**config.mk**
```make
export PLATFORM = sky130hd
export DESIGN_NAME = race_game_ctrl
export DESIGN_NICKNAME = d
export VERILOG_FILES = /design/src/rtl/race_pkg.sv /design/src/rtl/race_phase_timer.sv /design/src/rtl/race_game_ctrl.sv
export SDC_FILE = /design/constraint.sdc
export NUM_CORES = 1
export LEC_CHECK = 0
export ABC_AREA = 1
export CORE_MARGIN = 3
export CORE_UTILIZATION = 51
export DETAILED_ROUTE_END_ITERATION = 12
export HOLD_SLACK_MARGIN = 0.03
export PLACE_DENSITY = 0.83
export SLEW_MARGIN = 20
export SYNTH_ARGS = -nofsm -noshare
export SYNTH_HDL_FRONTEND = slang
export SYNTH_SLANG_ARGS = --single-unit
```
**constraint.sdc**
```tcl
create_clock -name clk -period 2.15 [get_ports clk]
set_input_delay 0.5375 -clock clk [delete_from_list [all_inputs] [get_ports clk]]
set_output_delay 0.5375 -clock clk [all_outputs]
set_load 0.01 [all_outputs]
```
**src/rtl/race_pkg.sv**
```systemverilog
// rtl/race_pkg.sv - shared screen encoding and width helper for the LED racer controller
package race_pkg;

  typedef enum logic [1:0] {
    SCR_MENU = 2'd0,
    SCR_RACE = 2'd1,
    SCR_END  = 2'd2
  } screen_t;

  // Bits needed to hold values 0..n-1, never less than one bit.
  function automatic int width_of(input int n);
    return (n > 1) ? $clog2(n) : 1;
  endfunction

endpackage

```
**src/rtl/race_phase_timer.sv**
```systemverilog
// rtl/race_phase_timer.sv - clearable phase counter with a run-time terminal count
module race_phase_timer #(
  parameter int W = 5
) (
  input  logic         clk,
  input  logic         rst,
  input  logic         clear,
  input  logic         enable,
  input  logic [W-1:0] limit,
  output logic         done
);

  logic [W-1:0] count;

  // Clear has priority over counting so a restart in the same cycle wins.
  always_ff @(posedge clk) begin
    if (rst || clear) begin
      count <= '0;
    end else if (enable) begin
      count <= count + 1'b1;
    end
  end

  assign done = enable && (count == limit);

endmodule

```
**src/rtl/race_game_ctrl.sv**
```systemverilog
// rtl/race_game_ctrl.sv - MENU/RACE/END game-state controller for NUM_PLAYERS racers
module race_game_ctrl
  import race_pkg::*;
#(
  parameter int NUM_PLAYERS          = 4,
  parameter int MAX_POS              = 109,
  parameter int POS_W                = width_of(MAX_POS + 1),
  parameter int MENU_TIMER_CLK_COUNT = 10,
  parameter int END_TIMER_CLK_COUNT  = 20,
  parameter int IDX_W                = width_of(NUM_PLAYERS)
) (
  input  logic                         clk,
  input  logic                         rst,
  input  logic [NUM_PLAYERS-1:0]       btn_pulse,
  output logic [1:0]                   screen,
  output logic [NUM_PLAYERS-1:0]       ready,
  output logic [NUM_PLAYERS*POS_W-1:0] pos_flat,
  output logic [IDX_W-1:0]             winner,
  output logic                         winner_valid,
  output logic                         update_frame
);

  localparam int TMR_MAX = (MENU_TIMER_CLK_COUNT > END_TIMER_CLK_COUNT) ?
                           MENU_TIMER_CLK_COUNT : END_TIMER_CLK_COUNT;
  localparam int TMR_W = width_of(TMR_MAX);
  localparam logic [TMR_W-1:0] MENU_LAST = TMR_W'(MENU_TIMER_CLK_COUNT - 1);
  localparam logic [TMR_W-1:0] END_LAST  = TMR_W'(END_TIMER_CLK_COUNT - 1);
  localparam logic [POS_W-1:0] POS_MAX   = POS_W'(MAX_POS);
  localparam logic [POS_W-1:0] POS_PRE   = POS_W'(MAX_POS - 1);

  screen_t                scr_q;
  logic                   in_menu, in_race, in_end;
  logic [NUM_PLAYERS-1:0] new_ready, pos_inc, reached;
  logic                   menu_expire, end_expire, any_reach;
  logic                   tmr_clear, tmr_enable, tmr_done;
  logic [TMR_W-1:0]       tmr_limit;
  logic                   frame_change, change_q;
  logic [IDX_W-1:0]       win_idx;

  assign in_menu = (scr_q == SCR_MENU);
  assign in_race = (scr_q == SCR_RACE);
  assign in_end  = (scr_q == SCR_END);

  // Only players not yet ready can join; repeat presses must not restart the countdown.
  assign new_ready   = in_menu ? (btn_pulse & ~ready) : '0;
  assign menu_expire = in_menu && tmr_done && (new_ready == '0);
  assign end_expire  = in_end && tmr_done;
  assign any_reach   = |reached;

  // One timer serves both the MENU countdown and the END hold.
  assign tmr_clear  = (|new_ready) | menu_expire | any_reach | end_expire;
  assign tmr_enable = (in_menu && (|ready)) || in_end;
  assign tmr_limit  = in_end ? END_LAST : MENU_LAST;

  race_phase_timer #(
    .W(TMR_W)
  ) u_timer (
    .clk   (clk),
    .rst   (rst),
    .clear (tmr_clear),
    .enable(tmr_enable),
    .limit (tmr_limit),
    .done  (tmr_done)
  );

  // Any visible change: screen, a ready flag or a position.
  assign frame_change = (|new_ready) | menu_expire | (|pos_inc) | end_expire;

  for (genvar gi = 0; gi < NUM_PLAYERS; gi++) begin : g_player
    logic             rdy_r;
    logic [POS_W-1:0] pos_r;

    assign pos_inc[gi] = in_race && btn_pulse[gi] && rdy_r && (pos_r != POS_MAX);
    assign reached[gi] = pos_inc[gi] && (pos_r == POS_PRE);
    assign ready[gi]   = rdy_r;
    assign pos_flat[gi*POS_W +: POS_W] = pos_r;

    // Per-player join flag and saturating position, wiped when the END screen times out.
    always_ff @(posedge clk) begin
      if (rst || end_expire) begin
        rdy_r <= 1'b0;
        pos_r <= '0;
      end else begin
        if (new_ready[gi]) rdy_r <= 1'b1;
        if (pos_inc[gi])   pos_r <= pos_r + 1'b1;
      end
    end
  end

  // Lowest-numbered player that hits the finish on this edge takes the win.
  always_comb begin
    win_idx = '0;
    for (int i = NUM_PLAYERS - 1; i >= 0; i--) begin
      if (reached[i]) win_idx = IDX_W'(i);
    end
  end

  // Screen FSM plus the delayed redraw request; reset primes an initial draw.
  always_ff @(posedge clk) begin
    if (rst) begin
      scr_q        <= SCR_MENU;
      winner       <= '0;
      winner_valid <= 1'b0;
      change_q     <= 1'b1;
      update_frame <= 1'b0;
    end else begin
      change_q     <= frame_change;
      update_frame <= change_q;
      case (scr_q)
        SCR_MENU: if (menu_expire) scr_q <= SCR_RACE;
        SCR_RACE: begin
          if (any_reach) begin
            scr_q        <= SCR_END;
            winner       <= win_idx;
            winner_valid <= 1'b1;
          end
        end
        SCR_END: begin
          if (end_expire) begin
            scr_q        <= SCR_MENU;
            winner       <= '0;
            winner_valid <= 1'b0;
          end
        end
        default: scr_q <= SCR_MENU;
      endcase
    end
  end

  assign screen = scr_q;

endmodule

```
==> results of run 1 <==
-- placed cells by master, fill, tap and decap left out, drive strengths merged --
cell type      count
nand2             71
inv               56
dfxtp             44
clkdlybuf4s50     43
nor2              43
a21oi             35
nand3             25
ha                17
o21ai             13
nor3               9
nand4              7
clkbuf             6
o21a               5
buf                4
clkinvlp           2
and3               2
nor4               1
xnor2              1
nor3b              1
xor2               1
o21bai             1
clkinv             1
-- path summary, 6_finish.rpt --
kind,from,end,slack (ns),depth (start not counted)
worst max-delay path,screen[0],screen[1],0.21,10
worst min register to register,change_q,update_frame,0.41,2
worst max register to register,screen[0],screen[1],0.21,10
worst min-delay path,change_q,update_frame,0.41,2
-- layout make-up --
type / instances / area share, %
clock inverter: 1 / 0.168
timing repair inverter: 1 / 0.252
tap: 52 / 2.19
clock buffer: 6 / 2.44
inverter: 57 / 7.31
multi-input combinational: 232 / 42.5
sequential: 44 / 29.6
timing repair buffer: 47 / 15.6
-- worst max-delay path: stages (launching register included) --
cell	delay, ns
dfxtp_1	0.41
inv_1	0.09
ha_1	0.29
o21ai_0	0.18
nand2_1	0.08
nor2_2	0.12
nand2_1	0.08
o21ai_0	0.33
nand3_1	0.14
nand2_1	0.08
nor2_1	0.04
-- per-layer routing --
| layer | global-route usage, % | wire length, µm | vias up | share of wire, % |
|---|---|---|---|---|
| met3 | 3.92 | 247 | 7 | 4.6 |
| met4 | 6.72 | 51 | 0 | 0.96 |
| li1 | - | - | 1175 | - |
| met2 | 33.9 | 2480 | 53 | 46 |
| met5 | 0 | 0 | - | 0 |
| met1 | 25.8 | 2560 | 1021 | 48 |
-- stage by stage --
stage	utilization [%]	setup slack [ns]
after CTS	66.3	0.193
after detailed placement	64.6	0.000107
final	67.0	0.212
after floorplan	-	0.407
after global placement	64.6	0.0579
after global routing	67.0	0.0140
-- state kept, by name (all words and copies together), names as in the netlist --
name	cells
winner	2
screen	2
update_frame	1
g_player.pos_r	28
winner_valid	1
u_timer.count	5
change_q	1
g_player.rdy_r	4
-- power by group --
part           internal, W  switching [W]  total [W]
clock network     0.000221       0.000272   0.000493
registers         0.000865      0.0000432   0.000908
logic             0.000209       0.000316   0.000525
total              0.00129       0.000631    0.00193
-- repair_timing --
action,CTS,global route
gates resized for setup,0,6
endpoints found under the setup margin,0,5
hold endpoints to repair,0,0
-- kinds of logic (layout without fill, tap and decap cells) --
kind of cell	Yosys count	count (layout)	share of synthesized area, %
XOR/XNOR	2	2	0.733
AND/OR/NAND/NOR	159	159	30.4
AO/OA/AOI/OAI	54	54	12.2
adder cells (fa/ha/maj)	17	17	8.90
buffers and inverters	64	112	10.9
flip-flops	44	44	36.8
==> reports/results.txt, run 1 <==
Status - complete, no violations
WHS - 0.408 ns
Nets - 411
PD cells - 647 nW/µm²
Clock root buffer - clkbuf_8
Die Y - 74.5 µm
IO Port Bufs - 43
Initial Util - 53.8%
Initial DRC Count - 99
Tot Pwr - 0.00193 W
Post-CTS Hold Buffers - 0
Synth async-reset ratio - 0%
Final std cells w/o fill - 440
CP required - 2.34 ns
Post-Syn Area - 2390 µm²
CTS Sinks - 44
Slew Viols, Final - 0
Cell variety after synth - 27
Multi-input logic area - 1260 µm²
Setup violations, final - 0
Crit share post-route - 90.1%
DRT antenna net count - 0
Most common cell in the netlist - nand2_1
Num CTS Buffers - 5
Max-Cap Viols - 0
Crit path capture type - flop
Crit path time final - 1.94 ns
Syn_nets - 363
Diodes inserted - 0
First-pass GRT wire length - 8910 µm
CTS tree - yes
Critical Path Start Type - flop
Max-Slew Margin vs Limit - 74.9%
Post-synthesis register bit count - 44
Final hold violations - 0
DRC viols - 0
Worst hold path type - reg2reg
Synth Instances - 340
Clk_skew - 0.00640 ns
Clock Latency Late Sink - 0.29 ns
Worst setup path class - reg2reg
Clk buf depth - 2
Worst VDD drop - 342 µV
Via/cell ratio - 5.13
Core Box Area - 4440 µm²
DP HPWL - 3950 µm
Transition time at the pin with the least slew margin - 0.372 ns
Yosys warns - 0
Antenna violations before repair - 0
Predominant post-synthesis flop cell - dfxtp_1
Postcts setup bufs - 0
Avg Cell Area, Syn - 7.03 µm²
GPL Wtd Cong - 0.882
Fmax - 516 MHz
FP Rows - 24
FF/Latch Area - 881 µm²
Area contributors post-synth - dfxtp_1, nand2_1, ha_1, inv_1, a21oi_1
Placed Cells - 432
Critical Path Fanout Max - 7
H-tree level count - 2
Pre-antenna DRT Iters - 5
Setup TNS - 0 ns
Post-synth EDFFs - 0
Cell taking the most area after synthesis - dfxtp_1
Routed WL - 5330 µm
Pin count of the biggest net entering global routing - 20
Cell Area, Placed - 2870 µm²
Drt wl/cell - 12.1 µm
All-layer global routing usage - 20.1%
Fillers - 369
Die area - 5550 µm²
I/O Pins - 44
RSZ-0062 raised after global routing - false
Vias in the first global route - 2160
Routed vias - 2256
Share of cells above drive strength 1 - 7.99%
Top cell type's share of synthesized area - 36.8%
P&R area growth vs syn - 24.5%
Critical Path AT - 2.13 ns
Clock-pin slew on the worst setup and hold paths - 0.08 ns
Cell area after layout - 2980 µm²
Commonest cells post-synth - nand2_1, inv_1, dfxtp_1, nor2_1, a21oi_1
Sequential fraction of the synthesis area - 36.8%
Global route total overflow - 0
Die width - 74.5 µm
Pleak - 1.14 nW
Note: power is estimated with default switching activity, not from simulation.
==> run 2, diff against run 1 <==
ABC_AREA = not set   (was 1)
PLACE_DENSITY = 0.84   (was 0.83)
==> reports/results.txt, run 2 <==
CTS tree - yes
Clock Latency Late Sink - 0.29 ns
Vias in the first global route - 1973
Status - complete, no violations
Die width - 72.8 µm
Critical Path AT - 2.37 ns
Largest stage delay on the critical path - 0.49 ns
CTS Sinks - 44
Top cell type's share of synthesized area - 38.7%
DRT antenna net count - 0
IO Port Bufs - 43
CP required - 2.38 ns
Most common cell in the netlist - dfxtp_1
Crit share post-route - 99.6%
Crit Reg-Reg Startpoint - screen[0]
Core Box Area - 4140 µm²
Max-Cap Viols - 0
Predominant post-synthesis flop cell - dfxtp_1
R2R Setup Slk - 0.008 ns
FP Rows - 23
Pin count of the biggest net entering global routing - 28
Pre-antenna DRT Iters - 4
Worst setup path class - reg2reg
Slew Viols, Final - 0
Post-synth EDFFs - 0
Cell area after layout - 3080 µm²
Syn_nets - 280
WHS Path Cells - 1
Critical Path Fanout Max - 3
Cell Area, Placed - 2950 µm²
Post-Syn Area - 2280 µm²
Worst Setup SP - screen[0]
Max reg flops - 28
Cell taking the most area after synthesis - dfxtp_1
P&R area growth vs syn - 35.5%
Area contributors post-synth - dfxtp_1, ha_1, xor2_1, nor2_1, nand4_1
Sequential fraction of the synthesis area - 38.7%
GPL Wtd Cong - 0.817
Cell variety after synth - 34
First-pass GRT wire length - 8690 µm
Clock root buffer - clkbuf_8
Final hold violations - 0
Via/cell ratio - 5.37
Fmax - 467 MHz
Regs by FF count - g_player.pos_r (28), u_timer.count (5), g_player.rdy_r (4)
Final std cells w/o fill - 377
WHS - 0.438 ns
Post-CTS Hold Buffers - 0
Critical Path Sink - screen[1]
Yosys warns - 0
Diodes inserted - 0
All-layer global routing usage - 20.5%
R2R cell count - 7
RSZ-0062 raised after global routing - true
Share of cells above drive strength 1 - 14.7%
Drt wl/cell - 13.5 µm
Initial DRC Count - 93
Most frequent cells in the layout - nor2_1, dfxtp_1, clkdlybuf4s50_1
H-tree level count - 2
Nets - 349
Clock-pin slew on the worst setup and hold paths - 0.08 ns
Synth Instances - 257
Tot Pwr - 0.00144 W
Initial Util - 54.9%
Die Y - 72.8 µm
Slowest cell on crit path - or4b_4
Clk_skew - 0.00495 ns
Worst VDD drop - 479 µV
Crit path capture type - flop
Worst hold path type - reg2reg
Synth async-reset ratio - 0%
CP Cell Sequence - inv_4 -> ha_4 -> or4b_4 -> a21oi_4 -> or3b_4 -> a221oi_2 -> mux2i_1
DP HPWL - 3740 µm
Crit path time final - 2.14 ns
Transition time at the pin with the least slew margin - 0.469 ns
Avg Cell Area, Syn - 8.86 µm²
DRC viols - 0
Routed vias - 2023
Reg with most FFs - g_player.pos_r
I/O Pins - 44
Max-Slew Margin vs Limit - 68.4%
Die area - 5300 µm²
R2R Path End - screen[1]
Commonest cells post-synth - dfxtp_1, nor2_1, xor2_1, ha_1
Critical Path Start Type - flop
Antenna violations before repair - 0
PD cells - 469 nW/µm²
Global route total overflow - 0
Num CTS Buffers - 5
Setup violations, final - 0
Placed Cells - 367
Pleak - 1.23 nW
Post-synthesis register bit count - 44
Clk buf depth - 2
Routed WL - 5070 µm
[run 2: cell types whose count changed after synthesis, moves of 6 or more]
cell      before  now
xor2_1         1   21
a21oi_1       34    8
xnor2_1        1    7
nand3_1       23    8
nand2b_1       0   12
nand4_1        7   13
inv_1         55   13
nor2b_1        0    8
o21ai_0       12    2
nand2_1       68   13
[run 2: kinds of logic after synthesis]
group / share of synthesized area, %
AOI/OAI and AO/OA: 7.20
xor gates and xnor gates: 10.8
adders and majority gates: 9.35
buffers and inverters: 4.78
DFF: 38.7
muxes: 2.25
and+or+nand+nor: 26.9
[run 2: how the worst min path moves through the flow]
stage / startpoint / end / slack [ns]
finish: change_q / update_frame / 0.44
global route: change_q / update_frame / 0.47
CTS: change_q / update_frame / 0.44
detailed placement: change_q / update_frame / 0.42
global placement: change_q / update_frame / 0.43
floorplan: change_q / update_frame / 0.41
[run 2: per-stage QoR]
step                      setup TNS, ns  worst slack [ns]  utilization (%)
final                                 0           0.00755             74.4
after global routing             -0.199           -0.0847             74.4
after CTS                      -0.00114          -0.00114             73.6
after detailed placement         -0.813            -0.191             71.2
after global placement           -0.546            -0.143             71.2
after floorplan                -0.00768          -0.00768                -
[run 2: final cells by class]
class | count | area (µm²)
Clock buffer | 8 | 90.1
Fill cell | 313 | 1060
Inverter | 13 | 51.3
Multi-Input combinational cell | 190 | 1330
Sequential cell | 44 | 885
Tap cell | 50 | 62.6
Timing Repair Buffer | 72 | 661
[run 2: metal layers]
| metal | vias up | wire length (µm) | part of all wire [%] | global-route usage [%] |
|---|---|---|---|---|
| met1 | 948 | 2240 | 44 | 25.4 |
| li1 | 1011 | - | - | - |
| met4 | 0 | 57 | 1.1 | 7.79 |
| met2 | 58 | 2520 | 50 | 34.1 |
| met3 | 6 | 248 | 4.9 | 5.37 |
| met5 | - | 0 | 0 | 0 |
[run 2: where the power goes]
group / leakage, nW / switching, W / total (W) / internal [W]
logic: 0.831 / 0.0000375 / 0.0000816 / 0.0000441
registers: 0.357 / 0.00000963 / 0.000831 / 0.000822
clock network: 0.0455 / 0.000269 / 0.000532 / 0.000262
total: 1.23 / 0.000317 / 0.00144 / 0.00113
[run 2: critical path: cells and delay by family, from the launching register on]
family	cells	cell delay, ns
buffers and inverters	1	0.04
flip-flops	1	0.37
multiplexers	1	0.21
adder cells (fa/ha/maj)	1	0.15
AND/OR/NAND/NOR	2	0.89
AO/OA/AOI/OAI	2	0.42
[run 2: timing repair]
item	in CTS	in global routing
pin swaps	3	5
gates resized for setup	2	4
setup endpoints to repair	2	10
buffers inserted	1	1
==> run 3, diff against run 2 <==
CAP_MARGIN = 5   (was not set)
==> results of run 3 <==
Same layout as run 2: the final DEF is identical, and so are final timing and power.
